### src/rtl/parity_err_monitor_if.sv
// Received-character bus for the parity monitor: per-channel strobes plus
// packed characters, each carrying its received parity bit in the MSB.
interface parity_err_monitor_if #(
    parameter int unsigned CHANNELS   = 4,
    parameter int unsigned DATA_WIDTH = 8
);
    logic [CHANNELS-1:0]                in_valid;
    logic [CHANNELS*(DATA_WIDTH+1)-1:0] in_data;

    modport master (output in_valid, output in_data);
    modport slave  (input  in_valid, input  in_data);
endinterface

### src/rtl/parity_err_monitor.sv
// Multi-channel received-character parity monitor with registered error pulses,
// saturating per-channel and aggregate error counters, and a threshold interrupt.
module parity_err_monitor #(
    parameter int unsigned DATA_WIDTH = 8,
    parameter int unsigned CHANNELS   = 4,
    parameter int unsigned CNT_WIDTH  = 16
) (
    input  logic                            clk,
    input  logic                            reset,
    parity_err_monitor_if.slave             rx,
    input  logic [1:0]                      parity_mode,
    input  logic                            check_en,
    input  logic [CHANNELS-1:0]             clr,
    input  logic                            clr_total,
    input  logic [CNT_WIDTH-1:0]            threshold,
    output logic [CHANNELS-1:0]             err_pulse,
    output logic [CHANNELS*CNT_WIDTH-1:0]   err_count,
    output logic [CHANNELS-1:0]             saturated,
    output logic [CNT_WIDTH-1:0]            total_count,
    output logic                            irq
);
    localparam int unsigned CW        = DATA_WIDTH + 1;
    localparam int unsigned SUM_WIDTH = CNT_WIDTH + 5;
    localparam logic [CNT_WIDTH-1:0] CNT_MAX = '1;
    localparam logic [SUM_WIDTH-1:0] SUM_MAX = {5'b0, CNT_MAX};

    typedef enum logic [1:0] {
        PM_EVEN  = 2'b00,
        PM_ODD   = 2'b01,
        PM_MARK  = 2'b10,
        PM_SPACE = 2'b11
    } parity_mode_e;

    parity_mode_e         mode;
    logic [CHANNELS-1:0]  err;
    logic [CW-1:0]        ch_word;
    logic                 mismatch;
    logic [SUM_WIDTH-1:0] err_popcount;
    logic [SUM_WIDTH-1:0] total_sum;
    logic                 irq_next;
    logic [CNT_WIDTH-1:0] cnt_q [CHANNELS];

    assign mode = parity_mode_e'(parity_mode);

    always_comb begin
        err          = '0;
        err_popcount = '0;
        ch_word      = '0;
        mismatch     = 1'b0;
        for (int unsigned i = 0; i < CHANNELS; i++) begin
            ch_word = rx.in_data[i*CW +: CW];
            case (mode)
                PM_EVEN:  mismatch = ^ch_word;
                PM_ODD:   mismatch = ~^ch_word;
                PM_MARK:  mismatch = ~ch_word[CW-1];
                PM_SPACE: mismatch = ch_word[CW-1];
                default:  mismatch = 1'b0;
            endcase
            err[i]       = rx.in_valid[i] & check_en & mismatch;
            err_popcount = err_popcount + SUM_WIDTH'(err[i]);
        end
    end

    // Widened sum so a full-width count plus every channel's error cannot wrap before clamping.
    assign total_sum = {5'b0, total_count} + err_popcount;

    always_comb begin
        irq_next = 1'b0;
        for (int unsigned i = 0; i < CHANNELS; i++) begin
            if ((threshold != '0) && (cnt_q[i] >= threshold)) begin
                irq_next = 1'b1;
            end
        end
    end

    always_comb begin
        err_count = '0;
        for (int unsigned i = 0; i < CHANNELS; i++) begin
            err_count[i*CNT_WIDTH +: CNT_WIDTH] = cnt_q[i];
        end
    end

    always_ff @(posedge clk or posedge reset) begin
        if (reset) begin
            for (int unsigned i = 0; i < CHANNELS; i++) begin
                cnt_q[i] <= '0;
            end
            err_pulse   <= '0;
            saturated   <= '0;
            total_count <= '0;
            irq         <= 1'b0;
        end else begin
            err_pulse <= err;
            irq       <= irq_next;

            if (clr_total) begin
                total_count <= '0;
            end else if (total_sum > SUM_MAX) begin
                total_count <= CNT_MAX;
            end else begin
                total_count <= total_sum[CNT_WIDTH-1:0];
            end

            for (int unsigned i = 0; i < CHANNELS; i++) begin
                if (clr[i]) begin
                    cnt_q[i]     <= '0;
                    saturated[i] <= 1'b0;
                end else if (err[i] && (cnt_q[i] != CNT_MAX)) begin
                    cnt_q[i] <= cnt_q[i] + CNT_WIDTH'(1);
                    if (cnt_q[i] == CNT_MAX - CNT_WIDTH'(1)) begin
                        saturated[i] <= 1'b1;
                    end
                end
            end
        end
    end
endmodule
### src/flat_wrapper.sv
// flat-port wrapper written by rule: the top's interface ports become plain ports
module parity_err_monitor_flat 
#(
    parameter int unsigned DATA_WIDTH = 8,
    parameter int unsigned CHANNELS   = 4,
    parameter int unsigned CNT_WIDTH  = 16
)
  (clk, reset, parity_mode, check_en, clr, clr_total, threshold, err_pulse, err_count, saturated, total_count, irq, rx_in_valid, rx_in_data);
  parity_err_monitor_if #(.CHANNELS(CHANNELS), .DATA_WIDTH(DATA_WIDTH)) rx_i ();
  input  logic clk;
  input  logic reset;
  input  logic [1:0] parity_mode;
  input  logic check_en;
  input  logic [CHANNELS-1:0] clr;
  input  logic clr_total;
  input  logic [CNT_WIDTH-1:0] threshold;
  output logic [CHANNELS-1:0] err_pulse;
  output logic [CHANNELS*CNT_WIDTH-1:0] err_count;
  output logic [CHANNELS-1:0] saturated;
  output logic [CNT_WIDTH-1:0] total_count;
  output logic irq;
  input wire logic [$bits(rx_i.in_valid)-1:0] rx_in_valid;
  input wire logic [$bits(rx_i.in_data)-1:0] rx_in_data;
  assign rx_i.in_valid = rx_in_valid;
  assign rx_i.in_data = rx_in_data;
  parity_err_monitor #(.DATA_WIDTH(DATA_WIDTH), .CHANNELS(CHANNELS), .CNT_WIDTH(CNT_WIDTH)) u_core (.clk(clk), .reset(reset), .rx(rx_i), .parity_mode(parity_mode), .check_en(check_en), .clr(clr), .clr_total(clr_total), .threshold(threshold), .err_pulse(err_pulse), .err_count(err_count), .saturated(saturated), .total_count(total_count), .irq(irq));
endmodule
### config.mk
export PLATFORM = sky130hd
export DESIGN_NAME = parity_err_monitor_flat
export DESIGN_NICKNAME = d
export VERILOG_FILES = /design/src/rtl/parity_err_monitor_if.sv /design/src/rtl/parity_err_monitor.sv /design/src/flat_wrapper.sv
export SDC_FILE = /design/constraint.sdc
export NUM_CORES = 1
export LEC_CHECK = 0
export CAP_MARGIN = 0
export CORE_MARGIN = 10
export CORE_UTILIZATION = 55
export DETAILED_ROUTE_END_ITERATION = 6
export PLACE_DENSITY = 0.92
export SYNTH_ARGS = -nofsm -noshare
export SYNTH_HDL_FRONTEND = slang
export SYNTH_SLANG_ARGS = --single-unit
### constraint.sdc
create_clock -name clk -period 6.4 [get_ports clk]
set_clock_uncertainty 0.2 [all_clocks]
set_input_delay 0.96 -clock clk [delete_from_list [all_inputs] [get_ports clk]]
set_output_delay 0.96 -clock clk [all_outputs]
set_load 0.1 [all_outputs]
==> run_results.csv, run 1 <==
group,metric,value,unit
die,io_pins,155,
power_and_ir_drop,power,0.00162,W
power_and_ir_drop,power_per_cell_area,184,nW/µm²
synthesis,synth-edff-count,0,
clocking,cts_hold_buf,0,
timing,hold_violations,0,
synthesis,synth_cells,744,
routing,drcViolationCount,0,
clocking,numCtsBuffers,9,
power_and_ir_drop,leakagePower,3.68,nW
synthesis,synth_area,6740,µm²
worst_setup_path,worstPathArrival,5.77,ns
synthesis,yosys_warnings,0,
die,fp.dieW,131,µm
synthesis,netlist.area_leader.share,33.0,%
synthesis,yosys-top-cells-area,"dfrtp_1 (33%), ha_1 (14%), xnor2_1 (6.5%), a21oi_1 (5.0%), nor2_1 (3.3%)",
place,dpl.hpwl,15500,µm
clocking,worstSkewPairLatency,0.35,ns
layout,drive_above_1_share,4.67,%
routing,drt-total-wl,20300,µm
die,fp.dieH,131,µm
worst_setup_path,start_kind,"primary input",
run_status,status,"completed",
synthesis,seq_area_frac_synth,33.0,%
timing,setup_viol,0,
clocking,tritoncts,"done",
clocking,post-cts-setup-buffers,0,
timing,min_period_over_period,89.1,%
routing,route.detailed.wl_per_inst,19.4,µm
worst_setup_path,end_kind,"flop",
routing,vias,6513,
timing,relSlewSlack,30.5,%
global_route,gr-total-overflow,0,
layout,stdcell_count,1046,
clocking,clockBufferDepth,2,
layout,layout_commonest_cell,"clkdlybuf4s50_1",
timing,tightest_slew,1.04,ns
routing,drt-initial-drc-count,671,
global_route,grt_use_total,23.8,%
routing,avgViaCountPerCell,6.23,
place,numPortBuffers,154,
die,fp-row-count,40,
synthesis,syn-num-nets,889,
timing,rsz0062_at_grt,"no",
routing,route.antenna.remaining_nets,0,
die,dieArea,17100,µm²
synthesis,ys.flop_type,"dfrtp_1",
global_route,grt_pass1_wl,32500,µm
routing,drt-pass1-iter-count,6,
min_path,min_path_type,"reg -> reg",
place,place_inst,1030,
layout,fin_nets,1039,
die,start_util,56.1,%
timing,slew_violations,0,
run,maxCapViolations,0,
global_route,antenna_found_initial,0,
clocking,root_buffer,"clkbuf_16",
die,core_area,12000,µm²
layout,most-common-layout-cells,"clkdlybuf4s50_1 (154), dfrtp_1 (89), ha_1 (77)",
layout,syn_to_final_growth,30.0,%
worst_setup_path,worstSetupPathType,"in -> reg",
synthesis,ys_async_sr_fraction,100,%
timing,tns,0,ns
global_route,grt_max_degree,51,
worst_setup_path,worstPathRequired,6.46,ns
synthesis,synth.avg_cell_area,9.06,µm²
timing,timing.fmax,175,MHz
timing,period_minus_slack,5.70,ns
worst_setup_path,cp_max_fo,13,
synthesis,synth_area_leader_cell,"dfrtp_1",
clocking,cts.clk_slew.worst_paths,0.07,ns
clocking,cts_resized,0,
clocking,ctsHtreeMaxLevel,3,
layout,num_antenna_cells,0,
global_route,grt_pass1_vias,6530,
place,gp_congestion,0.954,
synthesis,synthDistinctLibCells,65,
synthesis,ys_ff_latch,89,
clocking,cts_sinks,89,
power_and_ir_drop,peakVddDrop,0.000209,V
## cell type report
class                   instances  area [µm²]
clock buffers                  10         239
repair buffers                157        1560
clock inverters                 6         115
flip-flops and latches         89        2230
multi-input cells             595        4280
fillers                       869        3250
well taps                     147         184
inverters                      42         159
## Yosys cell counts, drive strengths merged, types with 3 or more instances
library cell,n
nand3b,3
ha,77
o211ai,3
nor2b,11
nor3,8
xnor2,55
o31a,3
nor2,60
o21ba,3
inv,42
or4,14
nand2,50
or3,9
o21ai,29
a211oi,14
o21a,3
nand3,36
and3,8
and4,7
buf,8
a2111oi,10
nand4,20
dfrtp,89
xor2,18
nor4,15
or2,6
o31ai,13
nand2b,8
a31oi,3
nand4b,3
o21bai,3
clkbuf,10
a21oi,67
a21o,10
## routing by layer
metal  up-vias  track usage [%]  wire length, µm
li1       3033                -                -
met1      3108             28.5             7990
met2       324             38.9             9640
met3        48             7.33             2160
met4         0             9.81              550
met5         -                0                0
## report_power, final
group	switching (W)	internal, W
registers	0.0000142	0.000575
logic	0.000261	0.000137
clock network	0.000236	0.000394
## state kept, by name, summed over array words and instances (netlist names)
| name | count |
|---|---|
| u_core.err_count | 64 |
| u_core.total_count | 16 |
| u_core.err_pulse | 4 |
| u_core.saturated | 4 |
| u_core.irq | 1 |
## worst paths after layout
kind	from	to	cells past startpoint	slack, ns
setup / recovery	rx_in_data[1]	u_core.total_count[0]	19	0.70
min in group asynchronous	reset	u_core.saturated[2]	2	0.84
max in group asynchronous	reset	u_core.err_count[48]	3	4.07
setup reg to reg	u_core.total_count[0]	u_core.total_count[0]	11	2.94
hold reg to reg	u_core.saturated[2]	u_core.saturated[2]	1	0.31
hold / removal	u_core.saturated[2]	u_core.saturated[2]	1	0.31
## kinds of logic (layout without fill, tap and decap cells)
group | Yosys count | after routing | synth area share (%)
buffers and inverters | 60 | 215 | 3.51
DFF | 89 | 89 | 33.0
adders and majority gates | 79 | 79 | 14.9
xor gates and xnor gates | 73 | 73 | 10.3
muxes | 4 | 4 | 0.631
and+or+nand+nor | 261 | 261 | 20.3
AOI/OAI and AO/OA | 178 | 178 | 17.3
## worst max-delay path: stages
cell and delay (ns):
clkdlybuf4s50_1 0.42, xnor2_1 0.19, xnor2_1 0.14, xnor2_1 0.35
nand3_1 0.28, a21o_1 0.29, inv_1 0.12, ha_1 0.24
inv_1 0.06, fa_1 0.40, inv_1 0.07, ha_1 0.18
inv_1 0.06, fa_1 0.39, nor2b_1 0.16, o21bai_1 0.15
nor3_1 0.39, nand4_1 0.57, a21oi_1 0.33
## stage by stage
stage | setup slack [ns] | utilization (%) | cell area [µm²] | hold WS [ns]
2_1_floorplan | 1.59 | - | 6740 | 0.766
3_3_place_gp | 0.725 | 70.0 | 8410 | 0.290
3_5_place_dp | 0.425 | 70.0 | 8410 | 0.301
4_1_cts | 0.779 | 73.0 | 8770 | 0.319
5_1_grt | 0.271 | 73.0 | 8770 | 0.356
6_report | 0.698 | 73.0 | 8770 | 0.312
Note: power is estimated with default switching activity, not from simulation.
==> inputs of run 2 (changes only) <==
--- a/config.mk
+++ b/config.mk
@@ -9,7 +9,8 @@
 export CORE_MARGIN = 10
 export CORE_UTILIZATION = 55
 export DETAILED_ROUTE_END_ITERATION = 6
-export PLACE_DENSITY = 0.92
+export DONT_BUFFER_PORTS = 1
+export PLACE_DENSITY = 0.75
 export SYNTH_ARGS = -nofsm -noshare
 export SYNTH_HDL_FRONTEND = slang
 export SYNTH_SLANG_ARGS = --single-unit
==> run 2 against run 1 <==
- wire length shrank 4.8%
- via count shrank 11%
- non-clock buffer count shrank 152
- critical path depth shrank 1
- largest cell class unchanged
- largest power group is now sequential cells
==> run_results.csv, run 2 (synthesis gave the netlist of run 1 again) <==
group,metric,value,unit
clocking,numCtsBuffers,9,
place,placedInstanceArea,6890,µm²
die,dieArea,17100,µm²
clocking,cts_resized,0,
power_and_ir_drop,power,0.00142,W
worst_setup_path,worstPathArrival,5.38,ns
layout,largest_reg_flops,64,
layout,layout_commonest_cell,"dfrtp_1",
power_and_ir_drop,peakVddDrop,0.000218,V
timing,rsz0062_at_grt,"no",
worst_setup_path,start_kind,"primary input",
routing,drt-total-wl,19400,µm
die,io_pins,155,
worst_setup_path,timing.rr.start,"u_core.total_count[0]",
run,maxCapViolations,0,
clocking,clockBufferDepth,2,
clocking,cts_hold_buf,0,
global_route,grt_pass1_vias,5792,
place,dpl.hpwl,15100,µm
timing,tightest_slew,1.17,ns
worst_setup_path,ff2ff_path_depth,11,
die,fp-row-count,40,
timing,tns,0,ns
worst_setup_path,rrSetupSlack,2.12,ns
routing,drcViolationCount,0,
timing,min_period_over_period,83.0,%
global_route,grt_max_degree,90,
global_route,grt_pass1_wl,31000,µm
routing,drt-initial-drc-count,484,
routing,drt-pass1-iter-count,5,
layout,final.fill_count,1021,
min_path,holdPathEnd,"u_core.err_count[15]",
worst_setup_path,r2r_end,"u_core.total_count[6]",
timing,period_minus_slack,5.31,ns
worst_setup_path,worstPathRequired,6.47,ns
place,gp_congestion,0.964,
clocking,tritoncts,"done",
die,core_area,12000,µm²
clocking,worstSkewPairLatency,0.36,ns
layout,num_antenna_cells,0,
global_route,grt_use_total,23.2,%
clocking,cts.clk_slew.worst_paths,0.07,ns
min_path,min_path_type,"in -> reg",
routing,route.antenna.remaining_nets,0,
routing,avgViaCountPerCell,6.51,
timing,relSlewSlack,22.2,%
timing,setup_viol,0,
layout,stdcell_area,7170,µm²
layout,drive_above_1_share,5.89,%
clocking,root_buffer,"clkbuf_16",
clocking,cts_sinks,89,
power_and_ir_drop,leakagePower,3.11,nW
timing,hold_slack,0.454,ns
die,start_util,56.1,%
die,fp.dieW,131,µm
min_path,min_path_cells,1,
place,numPortBuffers,0,
timing,timing.fmax,188,MHz
global_route,antenna_found_initial,0,
routing,vias,5821,
clocking,ctsHtreeMaxLevel,3,
worst_setup_path,end_kind,"flop",
timing,slew_violations,0,
min_path,min_from,"clr[0]",
layout,fin_util,59.7,%
worst_setup_path,worstSetupPathType,"in -> reg",
global_route,gr-total-overflow,0,
worst_setup_path,cp_max_fo,13,
timing,hold_violations,0,
layout,fin_nets,887,
layout,most-common-layout-cells,"dfrtp_1 (89), ha_1 (77), a21oi_1 (67)",
clocking,post-cts-setup-buffers,0,
run_status,status,"completed",
power_and_ir_drop,power_per_cell_area,198,nW/µm²
routing,route.detailed.wl_per_inst,21.7,µm
layout,syn_to_final_growth,6.42,%
die,fp.dieH,131,µm
run 2: cell types whose count changed in the layout (fill, tap and decap cells not counted):
cell | previous run | this run
inv_6 | 0 | 2
clkdlybuf4s50_1 | 154 | 0
clkinvlp_4 | 1 | 2
buf_4 | 3 | 5
bufinv_16 | 3 | 0
run 2: how the worst max path moves through the flow:
stage | slack [ns] | cells after the start | endpoint | start
floorplan | 1.59 | 19 | u_core.total_count[10] | rx_in_data[0]
global placement | 1.14 | 18 | u_core.total_count[0] | rx_in_data[7]
detailed placement | 0.81 | 18 | u_core.total_count[6] | rx_in_data[7]
CTS | 1.15 | 18 | u_core.total_count[6] | rx_in_data[7]
global route | 0.73 | 18 | u_core.total_count[3] | rx_in_data[7]
finish | 1.09 | 18 | u_core.total_count[6] | rx_in_data[7]
run 2: final cells by class:
type                       count  area (µm²)  area share, %
multi-input combinational    595        4280           59.6
sequential                    89        2230           31.0
clock buffer                  10         239           3.33
tap                          147         184           2.56
inverter                      42         159           2.21
clock inverter                 6        50.0          0.698
timing repair buffer           5        37.5          0.523
run 2: stage by stage:
step	setup WS, ns	cells
after global routing	0.727	894
after CTS	1.15	894
after floorplan	1.59	744
after detailed placement	0.815	878
after global placement	1.14	878
final	1.09	894
run 2: critical path, cell delays in order:
cell,delay (ns)
xnor2_1,0.18
xnor2_1,0.13
xnor2_1,0.34
nand3_1,0.27
a21o_1,0.30
inv_1,0.12
ha_1,0.25
inv_1,0.07
fa_1,0.40
inv_1,0.07
ha_1,0.16
inv_1,0.06
fa_1,0.41
nor2b_1,0.19
o21bai_1,0.15
nor3_1,0.43
nand4_1,0.55
a21oi_1,0.35
run 2: where the power goes:
| group | switching (W) | leakage, nW | internal, W |
|---|---|---|---|
| clock | 0.000243 | 0.136 | 0.000278 |
| combinational | 0.000130 | 1.73 | 0.0000808 |
| sequential | 0.000114 | 1.24 | 0.000573 |
run 2: routing by layer:
metal	GRT usage [%]	routed length (µm)	vias to the layer above	part of all wire (%)
li1	-	-	2742	-
met1	26.3	7210	2812	37
met2	36.9	9170	232	47
met3	11.6	2580	35	13
met4	8.63	412	0	2.1
met5	0	0	-	0
==> inputs of run 3 (changes only) <==
--- a/config.mk
+++ b/config.mk
@@ -10,7 +10,7 @@
 export CORE_UTILIZATION = 55
 export DETAILED_ROUTE_END_ITERATION = 6
 export DONT_BUFFER_PORTS = 1
-export PLACE_DENSITY = 0.75
+export PLACE_DENSITY = 0.78
 export SYNTH_ARGS = -nofsm -noshare
 export SYNTH_HDL_FRONTEND = slang
 export SYNTH_SLANG_ARGS = --single-unit
==> constraint.sdc (replaced) <==
create_clock -name clk -period 4.65 [get_ports clk]
set_clock_uncertainty 0.2 [all_clocks]
set_input_delay 0.6975 -clock clk [delete_from_list [all_inputs] [get_ports clk]]
set_output_delay 0.6975 -clock clk [all_outputs]
set_load 0.1 [all_outputs]
==> run 3 against run 2 <==
- highest routed layer unchanged
- global-route usage grew 0.92 points
- critical path depth grew 1
- setup slack worse by 0.83 ns
- register-to-register slack got worse by 1.0 ns
- final area grew 4.0%
- utilization grew 2.4 points
- sequential power increased by 25%
- clock power grew 36%
- total power grew 39%
==> run_results.csv, run 3 (synthesis gave the netlist of run 1 again) <==
group,metric,value,unit
run_status,status,"completed",
clocking,root_buffer,"clkbuf_16",
layout,largest_reg_flops,64,
routing,vias,5982,
global_route,grt_use_total,24.1,%
worst_setup_path,worstSetupPathType,"in -> reg",
clocking,cts_sinks,89,
power_and_ir_drop,internal-power,0.00131,W
place,numPortBuffers,0,
die,fp-row-count,40,
worst_setup_path,cp_num_buf_inv,5,
die,dieArea,17100,µm²
layout,num_antenna_cells,0,
timing,period_minus_slack,4.39,ns
die,fp.dieW,131,µm
routing,avgViaCountPerCell,6.42,
min_path,min_path_type,"in -> reg",
timing,hold_violations,0,
worst_setup_path,cp_top_family,"adder cells",
power_and_ir_drop,leakagePower,3.32,nW
clocking,tritoncts,"done",
timing,min_period_over_period,94.4,%
power_and_ir_drop,power_per_cell_area,265,nW/µm²
worst_setup_path,endpoint,"u_core.total_count[0]",
place,place_ws,-0.0636,ns
worst_setup_path,slowest_delay,0.40,ns
routing,drt-initial-drc-count,518,
power_and_ir_drop,peakVddDrop,0.000434,V
clocking,post-cts-setup-buffers,0,
power_and_ir_drop,p_seq_share,43.5,%
place,dpl.hpwl,15900,µm
worst_setup_path,cp_max_fo,13,
place,placedInstanceArea,7170,µm²
layout,fin_nets,925,
routing,drcViolationCount,0,
power_and_ir_drop,power,0.00198,W
die,fp.dieH,131,µm
die,io_pins,155,
worst_setup_path,startpoint,"rx_in_data[0]",
timing,timing.fmax,228,MHz
layout,syn_to_final_growth,10.7,%
place,gp_congestion,0.934,
clocking,numCtsBuffers,9,
worst_setup_path,cp_common_cell,"inv_1",
worst_setup_path,rrSetupSlack,1.11,ns
worst_setup_path,r2r_end,"u_core.err_count[30]",
worst_setup_path,ff2ff_path_depth,7,
global_route,antenna_found_initial,0,
clocking,ctsHtreeMaxLevel,3,
layout,drive_above_1_share,10.6,%
die,start_util,56.1,%
clocking,clockBufferDepth,2,
layout,most-common-layout-cells,"dfrtp_1 (89), ha_1 (77), a21oi_1 (67)",
global_route,top_usage_layer,"met2",
routing,drt-pass1-iter-count,5,
timing,layout_setup_ws,0.262,ns
routing,route.antenna.remaining_nets,0,
routing,route.detailed.wl_per_inst,21.7,µm
worst_setup_path,end_kind,"flop",
global_route,grt_max_degree,56,
die,core_area,12000,µm²
timing,tns,0,ns
global_route,use_met2,40.0,%
worst_setup_path,slowest_stage,"fa_1",
clocking,cts.clk_slew.worst_paths,0.07,ns
worst_setup_path,crit_chain,"xnor2_1 > xnor2_1 > xnor2_2 > a21o_1 > a21o_1 > inv_1 > ha_1 > inv_1 > fa_1 > inv_1 > ha_1 > inv_1 > fa_1 > nor2b_1 > o21bai_1 > nor3_1 > nand4_1 > buf_4 > a21oi_1",
global_route,use_met1,26.2,%
global_route,grt_pass1_wl,32100,µm
layout,layout_commonest_cell,"dfrtp_1",
power_and_ir_drop,p_sw_share,33.9,%
power_and_ir_drop,p_switching,0.000671,W
timing,setup_viol,0,
worst_setup_path,worstPathRequired,4.73,ns
routing,drt-total-wl,20200,µm
timing,relSlewSlack,24.7,%
worst_setup_path,start_kind,"primary input",
global_route,grt_pass1_vias,6139,
power_and_ir_drop,pwr-share-comb,20.7,%
worst_setup_path,timing.rr.start,"u_core.err_count[28]",
timing,tightest_slew,1.13,ns
worst_setup_path,worstPathArrival,4.47,ns
run,maxCapViolations,0,
global_route,met3_usage,10.6,%
global_route,gr-total-overflow,0,
worst_setup_path,cp_num_cells,19,
power_and_ir_drop,clkPwrFrac,35.8,%
layout,stdcell_area,7460,µm²
clocking,worstSkewPairLatency,0.36,ns
timing,rsz0062_at_grt,"no",
timing,slew_violations,0,
==> run 3: cell count changes in the layout (fill, tap and decap cells not counted), sizes merged <==
cell      change
inv           +1
clkinvlp      -1
buf          +38
==> run 3: stage by stage <==
step | utilization (%) | hold slack (ns) | cells
floorplan | - | 0.663 | 744
global placement | 59.7 | 0.462 | 916
detailed placement | 59.7 | 0.496 | 916
CTS | 62.1 | 0.178 | 932
global route | 62.1 | 0.178 | 932
finish | 62.1 | 0.189 | 932
==> run 3: power groups by stage <==
stage / clock (W) / sequential (W) / combinational [W]
final: 0.000709 / 0.000860 / 0.000408
after floorplan: 0 / 0.000950 / 0.000242
after CTS: 0.000720 / 0.000859 / 0.000406
after detailed placement: 0 / 0.000873 / 0.000404
after global routing: 0.000756 / 0.000861 / 0.000452
after global placement: 0 / 0.000873 / 0.000385
==> run 3: final cells by class <==
cell class / count / area (µm²)
clock buffer: 10 / 239
clock inverter: 6 / 47.5
fill: 1006 / 4550
inverter: 42 / 159
multi-input combinational: 595 / 4290
sequential: 89 / 2230
tap: 147 / 184
timing repair buffer: 43 / 323
==> run 3: repair_timing <==
item                       CTS  global route
gates resized for setup      0             1
setup endpoints to repair    0             9
hold buffers                 0             0
==> run 3: how the worst min path moves through the flow <==
stage,from,end,slack [ns],depth (start not counted)
after CTS,clr[1],u_core.err_count[22],0.18,1
after global placement,u_core.err_count[16],u_core.err_count[16],0.46,3
after global routing,clr_total,u_core.total_count[3],0.18,1
after detailed placement,u_core.err_count[16],u_core.err_count[16],0.50,3
final,clr[1],u_core.err_count[22],0.19,1
after floorplan,clr[2],u_core.err_count[47],0.66,2
==> run 3: routing by layer <==
metal | share of wire (%) | up-vias
li1 | - | 2802
met1 | 37 | 2879
met2 | 48 | 253
met3 | 12 | 48
met4 | 3.2 | 0
met5 | 0 | -
==> run 3: worst register-to-register path, stage by stage, from the launching register on <==
cell     delay [ns]
dfrtp_1        1.02
and4_1         0.42
nand4_1        0.18
nor2_1         0.34
nor3_1         0.10
mux2i_1        0.79
o21ai_0        0.22
a21oi_1        0.19
==> patch: new RTL, settings of run 2 <==
`CHANNELS` is set to 4 in 3 places; all go to 2.
--- a/src/rtl/parity_err_monitor_if.sv
+++ b/src/rtl/parity_err_monitor_if.sv
@@ -1,7 +1,7 @@
 // Received-character bus for the parity monitor: per-channel strobes plus
 // packed characters, each carrying its received parity bit in the MSB.
 interface parity_err_monitor_if #(
-    parameter int unsigned CHANNELS   = 4,
+    parameter int unsigned CHANNELS   = 2,
     parameter int unsigned DATA_WIDTH = 8
 );
     logic [CHANNELS-1:0]                in_valid;
--- a/src/rtl/parity_err_monitor.sv
+++ b/src/rtl/parity_err_monitor.sv
@@ -2,7 +2,7 @@
 // saturating per-channel and aggregate error counters, and a threshold interrupt.
 module parity_err_monitor #(
     parameter int unsigned DATA_WIDTH = 8,
-    parameter int unsigned CHANNELS   = 4,
+    parameter int unsigned CHANNELS   = 2,
     parameter int unsigned CNT_WIDTH  = 16
 ) (
     input  logic                            clk,
--- a/src/flat_wrapper.sv
+++ b/src/flat_wrapper.sv
@@ -2,7 +2,7 @@
 module parity_err_monitor_flat 
 #(
     parameter int unsigned DATA_WIDTH = 8,
-    parameter int unsigned CHANNELS   = 4,
+    parameter int unsigned CHANNELS   = 2,
     parameter int unsigned CNT_WIDTH  = 16
 )
   (clk, reset, parity_mode, check_en, clr, clr_total, threshold, err_pulse, err_count, saturated, total_count, irq, rx_in_valid, rx_in_data);
Interface: changed (6 resized); port bits go from 155 to 97. No check against the original RTL was run, so the function may have changed too.
==> patch against run 2 <==
- sequential cell count decreased by 36
- fmax increased by 24%
- power decreased by 50%
- synthesized area decreased by 42%
- critical path depth decreased by 4
- worst setup slack improved by 1.0 ns
- final area decreased by 43%
- wire length decreased by 50%
- critical endpoint is now u_core.total_count[1]
- largest cell class unchanged
==> patch: results (changes against run 2) <==
FF-to-FF setup slack = 3.07 ns (+0.95 ns)
Hold slack = 0.489 ns (+0.0345 ns)
First-pass GRT wire length = 16000 µm (-48%)
Final non-filler cell total = 524 (-41%)
Skew-Pair Late Insertion Delay = 0.32 ns (-0.04 ns)
Netlist cell types = 61 (-6.2%)
Largest register FFs = 32 (-50%)
Met2 wire len = 4490 µm (-51%)
Clock Path Buffers = 2 (unchanged)
Layout fillers = 614 (-40%)
Sequential element share of the synthesized area = 0.339 (+0.00873)
Initial DRT Pass Iterations = 4 (-1)
FF-to-FF Start = u_core.err_count[24]
VDD IR-drop max = 0.140 mV (-36%)
CTS root buf = clkbuf_8
Status = finished, final reports clean
Pin count of the biggest net entering global routing = 54 (-40%)
DRT met1 WL = 4090 µm (-43%)
RD Place Congestion = 0.849 (-12%)
R2R Path End = u_core.err_count[25]
Leak = 1.91 nW (-39%)
Relative slew slack = 0.247 (+0.0255)
Post-CTS sizing = 0 (unchanged)
Synth Net Count = 509 (-43%)
Vias per std cell = 6.13 (-5.8%)
Vias in the first global route = 3157 (-45%)
Cts bufs inserted = 5 (-4)
Detailed placement HPWL = 7730 µm (-49%)
DR iter-0 viols = 142 (-71%)
Share of cells above drive strength 1 = 0.0818 (+0.0229)
Routed Wire Length = 9750 µm (-50%)
Htree depth = 2 (-1)
Cell depth of the worst flop-to-flop path = 7 (-4)
Met3 WL = 1100 µm (-57%)
Post-DP Area = 0.00401 mm² (-42%)
Worst path arrival time = 4.33 ns (-1.05 ns)
Clock Pin Slew Worst Setup and Hold Paths = 0.11 ns (+0.04 ns)
Commonest cells post-synth = dfrtp_1, nor2_1, ha_1, a21oi_1, inv_1
Average cell area after synthesis = 9.20 µm² (+1.6%)
Port Buffer Count = 0 (unchanged)
All-layer global routing usage = 0.173 (-0.0591)
Synth top area cells = dfrtp_1, ha_1, xnor2_1, nor2_1, a21oi_1
WHS Endpoint = u_core.err_count[11]
[patch: changes by cell type after synthesis, sizes merged, moves of 33 or more]
cell,before,now
a21oi,67,28
ha,77,39
dfrtp,89,53
nand2,50,16
xnor2,55,22
[patch: layout make-up]
type,instances,area share
clock inverter,3,0.00609
clock buffer,5,0.0168
inverter,26,0.0238
tap,96,0.0292
sequential,53,0.323
multi-input combinational,337,0.594
timing repair buffer,4,0.00731
[patch: per-stage QoR]
stage	power (W)	utilization	setup slack, ns
after floorplan	0.000486	-	2.12
after global placement	0.000498	0.584	1.96
after detailed placement	0.000503	0.584	1.77
after CTS	0.000708	0.598	2.12
after global routing	0.000737	0.598	1.89
final	0.000703	0.598	2.11
[patch: logic make-up (layout without fill, tap and decap cells)]
group / after synthesis / after routing / share of synthesized area
buf+inv: 35 / 38 / 0.0371
mux: 13 / 13 / 0.0371
simple gates: 167 / 167 / 0.238
xor+xnor: 37 / 37 / 0.0867
compound gates: 80 / 80 / 0.132
fa+ha+maj: 40 / 40 / 0.130
flops: 53 / 53 / 0.339
[patch: worst max-delay path by stage]
stage / from / to / slack (ns) / cells past startpoint
floorplan: rx_in_data[16] / u_core.total_count[10] / 2.12 / 15
global route: rx_in_data[16] / u_core.total_count[1] / 1.89 / 14
detailed placement: rx_in_data[16] / u_core.total_count[1] / 1.77 / 14
global placement: rx_in_data[16] / u_core.total_count[0] / 1.96 / 14
finish: rx_in_data[16] / u_core.total_count[1] / 2.11 / 14
CTS: rx_in_data[16] / u_core.total_count[1] / 2.12 / 14
[patch: per-layer routing]
| metal | vias up | GRT usage |
|---|---|---|
| met2 | 118 | 0.279 |
| met4 | 0 | 0.0368 |
| met3 | 8 | 0.0632 |
| li1 | 1553 | - |
| met5 | - | 0 |
| met1 | 1535 | 0.215 |
[patch: worst max-delay path: stages]
cell	delay, ns
xor2_1	0.15
xnor2_1	0.16
xnor2_2	0.37
nor2_2	0.08
xnor2_1	0.35
nor2_1	0.12
ha_1	0.29
ha_1	0.18
fa_1	0.24
and4_1	0.22
and4_1	0.26
nand2_1	0.10
or3_1	0.61
a21oi_1	0.24
[patch: power by group]
part | internal, W | total, W | switching [W]
clock network | 0.0000802 | 0.000208 | 0.000128
logic | 0.0000391 | 0.0000962 | 0.0000571
registers | 0.000340 | 0.000399 | 0.0000592
